**config.mk**
```make
export PLATFORM = sky130hd
export DESIGN_NAME = mem_access_ctrl
export DESIGN_NICKNAME = d
export VERILOG_FILES = /design/src/rtl/cpu_mem_pkg.sv /design/src/rtl/mem_access_ctrl_mdr_reg.sv /design/src/rtl/mem_access_ctrl.sv
export SDC_FILE = /design/constraint.sdc
export NUM_CORES = 1
export LEC_CHECK = 0
export ABC_AREA = 1
export CAP_MARGIN = 20
export CORE_UTILIZATION = 38
export CTS_BUF_LIST = sky130_fd_sc_hd__clkbuf_8
export DETAILED_ROUTE_END_ITERATION = 8
export GPL_ROUTABILITY_DRIVEN = 0
export PLACE_DENSITY = 0.92
export SLEW_MARGIN = 20
export SYNTH_ARGS = -nofsm -noshare
export SYNTH_HDL_FRONTEND = slang
export SYNTH_SLANG_ARGS = --single-unit
```
**constraint.sdc**
```tcl
create_clock -name clock -period 1.5 [get_ports clock]
set_clock_uncertainty 0.15 [all_clocks]
set_input_delay 0.3 -clock clock [delete_from_list [all_inputs] [get_ports clock]]
set_output_delay 0.3 -clock clock [all_outputs]
set_load 0.03 [all_outputs]
```
**src/rtl/cpu_mem_pkg.sv**
```systemverilog
// Shared definitions for the CPU memory front end.
// Holds the default widths and the FSM state encodings.
package cpu_mem_pkg;

  localparam int ADDR_W_DEF  = 9;
  localparam int DATA_W_DEF  = 32;
  localparam int RD_WAIT_DEF = 1;

  localparam logic [2:0] ST_IDLE     = 3'd0;
  localparam logic [2:0] ST_RD_WAIT  = 3'd1;
  localparam logic [2:0] ST_RD_CAP   = 3'd2;
  localparam logic [2:0] ST_WR_SETUP = 3'd3;
  localparam logic [2:0] ST_WR_PULSE = 3'd4;
  localparam logic [2:0] ST_WR_HOLD  = 3'd5;
  localparam logic [2:0] ST_DONE     = 3'd6;

  typedef enum logic [2:0] {
    IDLE      = ST_IDLE,
    RD_WAIT_S = ST_RD_WAIT,
    RD_CAP    = ST_RD_CAP,
    WR_SETUP  = ST_WR_SETUP,
    WR_PULSE  = ST_WR_PULSE,
    WR_HOLD   = ST_WR_HOLD,
    DONE      = ST_DONE
  } mem_state_t;

endpackage

```
**src/rtl/mem_access_ctrl_mdr_reg.sv**
```systemverilog
// Memory data register: loads either from the datapath bus or from RAM read data.
// RAM data takes priority because it is only selected during read capture.
module mdr_reg #(
  parameter int DATA_W = 32
) (
  input  logic              clock,
  input  logic              clear,
  input  logic              load_bus,
  input  logic              load_mem,
  input  logic [DATA_W-1:0] bus_data,
  input  logic [DATA_W-1:0] mem_data,
  output logic [DATA_W-1:0] q
);

  always_ff @(posedge clock) begin
    if (clear) begin
      q <= '0;
    end else if (load_mem) begin
      q <= mem_data;
    end else if (load_bus) begin
      q <= bus_data;
    end
  end

endmodule

```
**src/rtl/mem_access_ctrl.sv**
```systemverilog
// Memory-side front end: owns MAR/MDR and sequences reads and framed writes to the RAM.
// Every RAM-facing output comes from registers, so no input can glitch the strobes.
module mem_access_ctrl
  import cpu_mem_pkg::*;
#(
  parameter int ADDR_W  = ADDR_W_DEF,
  parameter int DATA_W  = DATA_W_DEF,
  parameter int RD_WAIT = RD_WAIT_DEF
) (
  input  logic              clock,
  input  logic              clear,
  input  logic              MARin,
  input  logic              MDRin,
  input  logic              mem_rd,
  input  logic              mem_wr,
  input  logic [DATA_W-1:0] BusMuxOut,
  input  logic [DATA_W-1:0] Mdatain,
  output logic              ram_read,
  output logic              ram_write,
  output logic [ADDR_W-1:0] ram_addr,
  output logic [DATA_W-1:0] ram_wdata,
  output logic [DATA_W-1:0] MDR_q,
  output logic [ADDR_W-1:0] MAR_q,
  output logic              mem_busy,
  output logic              mem_done
);

  mem_state_t        state;
  logic [2:0]        cnt;
  logic [ADDR_W-1:0] mar;
  logic              unused_bus_bits;

  // Only the low address bits of the bus feed MAR; the rest are deliberately dropped.
  assign unused_bus_bits = ^BusMuxOut[DATA_W-1:ADDR_W];

  always_ff @(posedge clock) begin
    if (clear) begin
      state <= IDLE;
      cnt   <= '0;
      mar   <= '0;
    end else begin
      case (state)
        IDLE: begin
          if (MARin) begin
            mar <= BusMuxOut[ADDR_W-1:0];
          end
          if (mem_rd) begin
            state <= RD_WAIT_S;
            cnt   <= 3'(RD_WAIT - 1);
          end else if (mem_wr) begin
            state <= WR_SETUP;
          end
        end
        RD_WAIT_S: begin
          if (cnt == 3'd0) begin
            state <= RD_CAP;
          end else begin
            cnt <= cnt - 3'd1;
          end
        end
        RD_CAP:   state <= DONE;
        WR_SETUP: state <= WR_PULSE;
        WR_PULSE: state <= WR_HOLD;
        WR_HOLD:  state <= DONE;
        DONE:     state <= IDLE;
        default:  state <= IDLE;
      endcase
    end
  end

  mdr_reg #(
    .DATA_W(DATA_W)
  ) u_mdr (
    .clock    (clock),
    .clear    (clear),
    .load_bus (MDRin && (state == IDLE)),
    .load_mem (state == RD_CAP),
    .bus_data (BusMuxOut),
    .mem_data (Mdatain),
    .q        (MDR_q)
  );

  // Strobes and status are pure decodes of the state register.
  assign ram_read  = (state == RD_WAIT_S) || (state == RD_CAP);
  assign ram_write = (state == WR_PULSE);
  assign mem_busy  = (state != IDLE) && (state != DONE);
  assign mem_done  = (state == DONE);
  assign ram_addr  = mar;
  assign ram_wdata = MDR_q;
  assign MAR_q     = mar;

  strobe_exclusive: assert property (@(posedge clock) disable iff (clear)
    !(ram_read && ram_write));

endmodule

```
==> results_dict.tcl <==
set metrics [dict create \
    vias 2971 \
    grt_max_degree 33 \
    clockRootBuffer "clkbuf_8" \
    cts_sinks 47 \
    drive_gt1_share_pct 34.4 \
    wl_um 8650 \
    vdd_ir_drop_max_mv 1.68 \
    min-delay-path-class "reg -> reg" \
    p_total_mw 11.2 \
    initial_core_util_pct 39.5 \
    final_max_slew_viol_count 0 \
    power-per-cell-area_nw_per_um2 2560 \
    ant_nets 0 \
    rsz0062_at_grt "yes" \
    fin_util_pct 68.6 \
    multi_input_comb_area_sq_um 1300 \
    critPathRequiredTime_ns 1.05 \
    worstPathArrival_ns 1.20 \
    hpwl_um 5640 \
    clk_latency_ns 0.29 \
    fin_tns_setup_ns -2.80 \
    num-nets-final 594 \
    finalHoldViolCount 0 \
    antenna_found_initial 0 \
    whs_ns 0.315 \
    finalSetupViolations 37 \
    wl_per_cell_um 14.4 \
    maxCapViolCount 0 \
    path_class "reg -> out" \
    synth_area_leaders "dfxtp_1 (37%), nand2_1 (18%), buf_4 (14%)" \
    r2r_cells 8 \
    finalCritPeriodShare_pct 110 \
    yosys.area.top_type_share_pct 37.3 \
    clk_pin_slew_ns 0.08 \
    clock.fmax_ghz 0.606 \
    grt_pass1_vias 2700 \
    syn_area_per_cell_sq_um 6.52 \
    synth_cells 387 \
    antenna_cells 0 \
    holdPathStages 2 \
    rows 29 \
    cts_buffers 5 \
    synth_nets 459 \
    fin_ws_ns -0.149 \
    slew_headroom_pct 87.2 \
    crit_fanout 4 \
    fill_cells 495 \
    overflow 0 \
    seqCellArea_sq_um 952 \
    core_sq_um 6390 \
    io_pins 156 \
    die_x_um 83.5 \
    yosys_warnings 0 \
    remaining_drc_errors 0 \
    fp.dieH_um 83.5 \
    drtIter0Drc 72 \
    fp.dieArea_sq_um 6970 \
    ctsHoldBuffers 0 \
    endpoint_kind "output pin" \
    syn_area_sq_um 2520 \
    synth.ff_latch_count 47 \
    finalCriticalPeriod_ns 1.65 \
    clk_path_buf_depth 2 \
    yosys.area.top_type "dfxtp_1" \
    via_per_inst 4.95 \
    ys_seq_area_share_pct 37.3 \
    ctsHtreeMaxLevel 2 \
    grt_pass1_wl_um 12000 \
    cts_tree "built" \
    dr.pass1.iters 4 \
    numPortBuffers 155 \
    worst_pin_slew_ns 0.193 \
    worstSetupStartpointType "register" \
    p_leak_nw 2.01 \
    grt_use_total_pct 21.1 \
    violations "setup timing" \
    syn2layout_area_growth_pct 73.4 \
    outcome "finished, violations left" \
    pre_cts_ws_ns -0.213 \
    synth_cell_type_count 19 \
]
-- synthesized netlist by cell type --
cell type    n
nand2_1    123
nor2_1      70
dfxtp_1     47
buf_4       46
o21ai_1     22
nand3_1     17
a21oi_1     13
o21ai_0     12
inv_1       10
buf_2        8
clkbuf_1     5
inv_2        5
ha_1         2
nand2_2      2
a31oi_1      1
nand2_4      1
nand4_1      1
nor2_2       1
nor2_4       1
-- routing by layer --
metal  track usage, %  wire (um)
met5                0          0
met4             5.39        198
met3             4.55        516
met2             41.2       4610
met1             22.9       3320
-- power breakdown --
group	switching (mW)	internal [mW]	total [mW]	leakage (nW)
Combinational	4.89	3.19	8.08	1.57
Clock	0.411	0.315	0.726	0.0505
Sequential	0.555	1.85	2.40	0.390
-- sequential cells by signal, summed over array words and instances, names as in the netlist --
signal / cells
u_mdr.q: 32
state: 3
MAR_q: 9
cnt: 3
-- worst paths after layout --
| kind | to | from | slack [ns] |
|---|---|---|---|
| worst max register to register | u_mdr.q[9] | state[1] | -0.10 |
| worst min register to register | cnt[0] | cnt[0] | 0.31 |
| worst max-delay path | ram_read | state[1] | -0.15 |
| worst min-delay path | cnt[0] | cnt[0] | 0.31 |
-- cell type report --
class                   count  area share, %
clock buffers               5           1.57
clock inverters             3          0.286
inverters                  15           1.91
multi-input cells         266           29.7
flip-flops and latches     47           21.7
well taps                  77           2.20
repair buffers            187           42.6
-- through the flow --
step | area [sq um] | instances
2_1_floorplan | 2520 | 387
3_3_place_gp | 3870 | 576
3_5_place_dp | 3870 | 576
4_1_cts | 4090 | 587
5_1_grt | 4380 | 600
6_report | 4380 | 600
-- what timing repair did --
item | CTS | global route
pin swaps | 3 | 36
endpoints found under the setup margin | 111 | 82
gates resized for setup | 209 | 120
setup buffers | 3 | 5
gates cloned | 0 | 8
-- cells in the final DEF, fill, tap and decap left out, types with 5 or more instances in the layout --
master           instances
clkdlybuf4s50_1         69
nand2_1                 99
o21ai_1                 23
o21ai_2                 10
clkbuf_8                 5
nand3_1                 16
clkbuf_16                6
clkbuf_2                34
a21oi_1                 12
buf_6                    9
nor2_1                  64
nor2_2                   5
dfxtp_1                 44
buf_4                   20
clkdlybuf4s15_2         41
inv_1                   11
nand2_2                 22
-- logic make-up (layout without fill, tap and decap cells) --
group	after synthesis	in the layout	synth area share, %
compound gates	48	48	9.56
simple gates	216	216	33.9
flops	47	47	37.3
buf+inv	74	210	18.2
fa+ha+maj	2	2	0.991
-- worst max-delay path: stages, from the launching register on --
cell     delay, ns
dfxtp_4       0.37
inv_4         0.07
buf_6         0.11
nand2_4       0.05
a21oi_2       0.16
buf_6         0.15
Power figures use the tool's default switching activity.
